===== config.mk =====
export PLATFORM = sky130hd
export DESIGN_NAME = mem_port_arbiter
export DESIGN_NICKNAME = d
export VERILOG_FILES = /design/src/rtl/mem_port_arbiter.sv
export SDC_FILE = /design/constraint.sdc
export NUM_CORES = 1
export LEC_CHECK = 0
export ABC_AREA = 1
export ABC_CLOCK_PERIOD_IN_PS = 3500
export BUFFER_PORTS_ARGS = -buffer_cell sky130_fd_sc_hd__clkbuf_2
export CORE_AREA = 5 5 125 127
export CTS_CLUSTER_DIAMETER = 80
export CTS_CLUSTER_SIZE = 24
export DETAILED_ROUTE_END_ITERATION = 8
export DIE_AREA = 0 0 130 132
export GPL_ROUTABILITY_DRIVEN = 0
export SYNTH_ARGS = -nofsm -noshare
export SYNTH_HDL_FRONTEND = slang
export SYNTH_SLANG_ARGS = --single-unit

===== constraint.sdc =====
create_clock -name clk -period 3.5 [get_ports clk]
set_clock_uncertainty 0.2 [all_clocks]
set_input_delay 0.35 -clock clk [delete_from_list [all_inputs] [get_ports clk]]
set_output_delay 0.35 -clock clk [all_outputs]
set_load 0.05 [all_outputs]

===== src/rtl/mem_port_arbiter.sv =====
// ---------------------------------------------------------------------------
// mem_port_arbiter
//
// Purpose:
//   Shares one memory port between the instruction-fetch requester (I) and
//   the load/store requester (D). The memory has separate read and write
//   addresses, so a read and a write can be serviced in the same cycle.
//   Only two reads, or two writes, presented together form a conflict.
//   Conflicts are settled round-robin.
//   Read data comes back one cycle after the accepting edge. It is steered
//   to whichever requester issued the read.
//
// Ports:
//   clk, cpu_rst                  - clock, synchronous active-high reset
//   i_req_* / d_req_*             - valid, we, addr, wdata request inputs
//   i_req_ready / d_req_ready     - combinational grant for this cycle
//   i_rsp_valid / d_rsp_valid     - one-cycle read response pulse
//   i_rsp_data / d_rsp_data       - read data, zero when not valid
//   mem_rd_addr                   - memory read address
//   mem_wr_addr, mem_wr_data,
//   mem_wren                      - memory write port
//   mem_rd_data                   - registered read data from memory
// ---------------------------------------------------------------------------
module mem_port_arbiter #(
    parameter int ADDRWIDTH = 32,
    parameter int BUSWIDTH  = 32
) (
    input  logic                 clk,
    input  logic                 cpu_rst,

    input  logic                 i_req_valid,
    input  logic                 i_req_we,
    input  logic [ADDRWIDTH-1:0] i_req_addr,
    input  logic [BUSWIDTH-1:0]  i_req_wdata,
    output logic                 i_req_ready,
    output logic                 i_rsp_valid,
    output logic [BUSWIDTH-1:0]  i_rsp_data,

    input  logic                 d_req_valid,
    input  logic                 d_req_we,
    input  logic [ADDRWIDTH-1:0] d_req_addr,
    input  logic [BUSWIDTH-1:0]  d_req_wdata,
    output logic                 d_req_ready,
    output logic                 d_rsp_valid,
    output logic [BUSWIDTH-1:0]  d_rsp_data,

    output logic [ADDRWIDTH-1:0] mem_rd_addr,
    output logic [ADDRWIDTH-1:0] mem_wr_addr,
    output logic [BUSWIDTH-1:0]  mem_wr_data,
    output logic                 mem_wren,
    input  logic [BUSWIDTH-1:0]  mem_rd_data
);

    localparam logic GRANT_I = 1'b0;
    localparam logic GRANT_D = 1'b1;

    logic last_grant;
    logic rd_pending;
    logic rd_owner;

    logic conflict;
    logic i_grant;
    logic d_grant;
    logic i_rd_grant;
    logic d_rd_grant;
    logic i_wr_grant;
    logic d_wr_grant;
    logic rsp_live;

    // A conflict exists only when both requesters want the same port.
    // A read plus a write can both be served in one cycle.
    // On a conflict, the requester that did not win last time is served.
    always_comb begin
        conflict   = i_req_valid && d_req_valid && (i_req_we == d_req_we);
        i_grant    = !cpu_rst && i_req_valid && (!conflict || last_grant == GRANT_D);
        d_grant    = !cpu_rst && d_req_valid && (!conflict || last_grant == GRANT_I);
        i_rd_grant = i_grant && !i_req_we;
        d_rd_grant = d_grant && !d_req_we;
        i_wr_grant = i_grant && i_req_we;
        d_wr_grant = d_grant && d_req_we;
    end

    assign i_req_ready = i_grant;
    assign d_req_ready = d_grant;

    // Drive the memory port from whichever requester holds each side.
    // The grant logic never gives the same side to both requesters at once.
    // An idle side is driven to zero.
    always_comb begin
        mem_rd_addr = '0;
        mem_wr_addr = '0;
        mem_wr_data = '0;
        mem_wren    = 1'b0;
        if (i_rd_grant) begin
            mem_rd_addr = i_req_addr;
        end else if (d_rd_grant) begin
            mem_rd_addr = d_req_addr;
        end
        if (i_wr_grant) begin
            mem_wren    = 1'b1;
            mem_wr_addr = i_req_addr;
            mem_wr_data = i_req_wdata;
        end else if (d_wr_grant) begin
            mem_wren    = 1'b1;
            mem_wr_addr = d_req_addr;
            mem_wr_data = d_req_wdata;
        end
    end

    // Record who owns the read currently in flight, so that the data
    // arriving next cycle is delivered to that requester.
    // On a conflict the winner is always the requester that was not
    // last_grant, so updating last_grant is a toggle.
    always_ff @(posedge clk) begin
        if (cpu_rst) begin
            last_grant <= GRANT_I;
            rd_pending <= 1'b0;
            rd_owner   <= GRANT_I;
        end else begin
            if (conflict) begin
                last_grant <= ~last_grant;
            end
            rd_pending <= i_rd_grant || d_rd_grant;
            rd_owner   <= d_rd_grant ? GRANT_D : GRANT_I;
        end
    end

    // A response still in flight when reset arrives is suppressed right
    // away, not only from the next edge onward.
    // Data is masked to zero whenever the matching valid is low.
    always_comb begin
        rsp_live    = rd_pending && !cpu_rst;
        i_rsp_valid = rsp_live && (rd_owner == GRANT_I);
        d_rsp_valid = rsp_live && (rd_owner == GRANT_D);
        i_rsp_data  = i_rsp_valid ? mem_rd_data : '0;
        d_rsp_data  = d_rsp_valid ? mem_rd_data : '0;
    end

endmodule

# == Word-level counts from Yosys, hierarchy flattened ==
# Cells that the tools add are included.
# totals
regBits,3
# classes
n_eq_ne,1
muxes,11
bitwise,2
reduce_logical,20
# ops
op,n
32-bit two-way mux,8
1-bit logical AND,13
1-bit zero test,4
1-bit logical OR,3
1-bit two-way mux,3
1-bit inverter,2
1-bit == test,1

# == Logic depth before layout (Yosys ltp) ==
# logic_depth
ltp_word,8
mapped_depth,7

# == Worst setup path before layout ==
# OpenSTA, ideal clock, no wires.
# synth_timing
path_type,input -> output
startpoint,in cpu_rst
endpoint,out i_rsp_data[10]
arrival_time_ps,2741
required_time_ps,2950
setup_slack_ps,209
cell_stages,5
cell_sequence,buf_2 > nor3_1 > inv_2 > clkbuf_1 > nor2_1
# synth_via
elab_chain_len,4
# synth_lines
item,line,text
"start, declared",29,"input logic cpu_rst,"
1-bit zero test,132,rsp_live = rd_pending && !cpu_rst;
1-bit logical AND,132,
1-bit logical AND,133,i_rsp_valid = rsp_live && (rd_owner == GRANT_I);
named net i_rsp_valid,36,"output logic i_rsp_valid,"
32-bit two-way mux,135,i_rsp_data = i_rsp_valid ? mem_rd_data : '0;
"end, declared",37,"output logic [BUSWIDTH-1:0] i_rsp_data,"
# The timed path passes the listed nets, and every way through them passes these cells.

# == Worst setup path in the final report ==
# layout_timing
startpoint,in d_req_we
endpoint,out mem_wr_addr[30]
# layout_via
elab_chain_len,8
# layout_lines
item,line,text
"start, declared",40,"input logic d_req_we,"
1-bit == test,74,conflict = i_req_valid && d_req_valid && (i_req_we == d_req_we);
1-bit logical AND,74,
1-bit zero test,"75, 76",
1-bit logical OR,76,d_grant = !cpu_rst && d_req_valid && (!conflict || last_grant == GRANT_I);
1-bit logical AND,76,
1-bit logical AND,80,d_wr_grant = d_grant && d_req_we;
32-bit two-way mux,103,end else if (d_wr_grant) begin
32-bit two-way mux (*),99,if (i_wr_grant) begin
"end, declared",48,"output logic [ADDRWIDTH-1:0] mem_wr_addr,"
# Every way passes the cells marked *; elsewhere a longest branch is shown, timed or not.

==> results.sh <==
export IMPL_status="completed"
export IMPL_critical_path_top_delay_family="buffers and inverters"
export IMPL_r2r_start="last_grant$_SDFFE_PP0N_"
export IMPL_grt_usage_pct=15.8
export IMPL_hold_start="cpu_rst"
export IMPL_die_h_um=132
export IMPL_syn_cell_area_um2=2430
export IMPL_syn2layout_area_growth_pct=74.6
export IMPL_setup_viol=0
export IMPL_routedWlPerCell_um=15.7
export IMPL_postCtsSetupRepairBufs=0
export IMPL_syn_avg_cell_area_um2=4.99
export IMPL_grt_max_degree=70
export IMPL_fin_crit_ns=2.88
export IMPL_syn_num_nets=652
export IMPL_power_mw=0.851
export IMPL_hold_path_class="input pin to register"
export IMPL_startpoint_type="input pin"
export IMPL_path_class="input pin to primary output"
export IMPL_grt_pass1_wl_um=22700
export IMPL_rsz0062_at_grt="false"
export IMPL_ys_ff_latch=3
export IMPL_yosysTopAreaCell="nand4_1"
export IMPL_hpwl_um=11700
export IMPL_vias=4683
export IMPL_hold_viol_final=0
export IMPL_synth_top_cell_area_share_pct=49.8
export IMPL_syn_instance_count=486
export IMPL_antenna_found_initial=0
export IMPL_end_kind="primary output"
export IMPL_die_w_um=130
export IMPL_routed_wl_um=14900
export IMPL_wl_met1_um=5600
export IMPL_ir_drop_mv=0.117
export IMPL_power_leakage_nw=2.74
export IMPL_power_density_nw_per_um2=201
export IMPL_reg2reg_to="rd_pending$_SDFF_PP0_"
export IMPL_fmax_ghz=0.347
export IMPL_fin_nets=933
export IMPL_h_tree_depth=1
export IMPL_synth_top_cells_by_count="nand4_1, nand2_1, nor2_1, inv_1, clkbuf_1"
export IMPL_max_cap_violations=0
export IMPL_cts_tree="done"
export IMPL_top_layer="met4"
export IMPL_holdPathStages=2
export IMPL_ys_seq_area_share_pct=2.48
export IMPL_grt_pass1_vias=4362
export IMPL_reg2regPathDepth=3
export IMPL_num_rows=44
export IMPL_synth_area_leaders="nand4_1, nand2_1, nor2_1"
export IMPL_min_to="last_grant$_SDFFE_PP0N_"
export IMPL_numCtsBuffers=3
export IMPL_cts_resized=0
export IMPL_synth_most_common_cell="nand4_1"
export IMPL_wl_met2_um=7490
export IMPL_die_area_um2=17200
export IMPL_critPathMaxStageDelay_ns=0.50
export IMPL_ys_types=17
export IMPL_tightestPinTransition_ns=0.595
export IMPL_crit_slowest_cell="nand4_4"
export IMPL_viasPerCell=4.93
export IMPL_hold_buffers=0
export IMPL_path_buf_inv=4
export IMPL_cts_path_max_buffers=2
export IMPL_period_share_pct=82.3
export IMPL_antenna_cells=0
export IMPL_ys_async_sr_fraction_pct=0
export IMPL_port_buffers=330
export IMPL_ys_flop_type="dfxtp_1"
export IMPL_setup_tns_ns=0
export IMPL_gr_total_overflow=0
export IMPL_synth_edf_count=0
export IMPL_fillers=1706
export IMPL_fp_coreArea_um2=14300
export IMPL_path_cells="clkbuf_2, inv_2, nand2_1, nand4_4, buf_12, nand4_1, nand2_1, clkbuf_2"
export IMPL_ys_warn_count=0
export IMPL_r2r_setup_slack_ns=1.80
export IMPL_cp_max_fo=52
export IMPL_initial_core_util_pct=16.9
export IMPL_cts_root_buf="clkbuf_16"
export IMPL_clk_latency_ns=0.22
export IMPL_first_pass_iters=5
export IMPL_cp_required_ns=2.95
export IMPL_relSlewSlack_pct=60.2
export IMPL_clock_sinks=3
export IMPL_wl_met3_um=1610
export IMPL_ios=331
export IMPL_drt_iter0_drc=328
export IMPL_clkTransAtPathRegs_ns=0.03
export IMPL_drc=0
export IMPL_final_antenna_net_count=0
export IMPL_arrival_ns=2.33
export IMPL_drive_above_1_share_pct=46.5
export IMPL_slew_violations=0
## worst max path at each step
stage              from               to  slack (ns)  cells past startpoint
2_1_floorplan   cpu_rst   i_rsp_data[10]        0.21                      5
3_3_place_gp   d_req_we  mem_wr_addr[24]        0.63                      8
3_5_place_dp   d_req_we  mem_wr_addr[22]        0.59                      8
4_1_cts        d_req_we  mem_wr_addr[22]        0.57                      8
5_1_grt        d_req_we  mem_wr_addr[22]        0.38                      8
6_report       d_req_we  mem_wr_addr[30]        0.62                      8
## flip-flops by register name (all words and copies together), names as in the netlist
| name | count |
|---|---|
| last_grant | 1 |
| rd_owner | 1 |
| rd_pending | 1 |
## area by class of cell
type | count | area (um^2) | share of cell area, %
multi-input combinational | 372 | 1920 | 45.4
timing repair buffer | 344 | 1780 | 42.1
tap | 184 | 230 | 5.44
inverter | 43 | 163 | 3.84
clock buffer | 4 | 78.8 | 1.86
sequential | 3 | 60.1 | 1.42
## kinds of logic (layout without fill, tap and decap cells)
family	after synthesis	after routing	synth area share [%]
AND/OR/NAND/NOR	369	369	78.2
buffers and inverters	111	391	18.7
flip-flops	3	3	2.48
AO/OA/AOI/OAI	3	3	0.619
## per-layer routing
metal	up-vias	global-route usage [%]
met5	-	0
met4	0	3.06
met3	20	4.34
met2	256	29.0
met1	2095	18.3
li1	2312	-
## cells in the final DEF, fill, tap and decap left out
cell and instances:
clkbuf_2 330, nand3_1 3, clkinv_2 1, inv_1 37, nor3_1 2, buf_4 12
clkbuf_16 3, buf_12 2, inv_2 5, dfxtp_1 3, a21oi_1 1, clkbuf_1 1
nor2_1 66, nand4_4 1, o21ai_1 2, nor2_4 2, nand4_1 193, nand2_1 102
## stage by stage
stage	hold slack (ns)	utilization, %	setup slack, ns	cell area, um^2	std cells
global placement	0.309	29.0	0.626	4160	946
finish	0.294	29.6	0.619	4240	950
global route	0.314	29.6	0.377	4240	950
floorplan	0.268	-	0.209	2430	486
CTS	0.308	29.6	0.574	4240	950
detailed placement	0.311	29.0	0.590	4160	946
## where the power goes
group / internal (mW) / switching (mW)
sequential: 0.0364 / 0.00127
clock: 0.150 / 0.0325
combinational: 0.161 / 0.469
(Power assumes the default switching activity.)
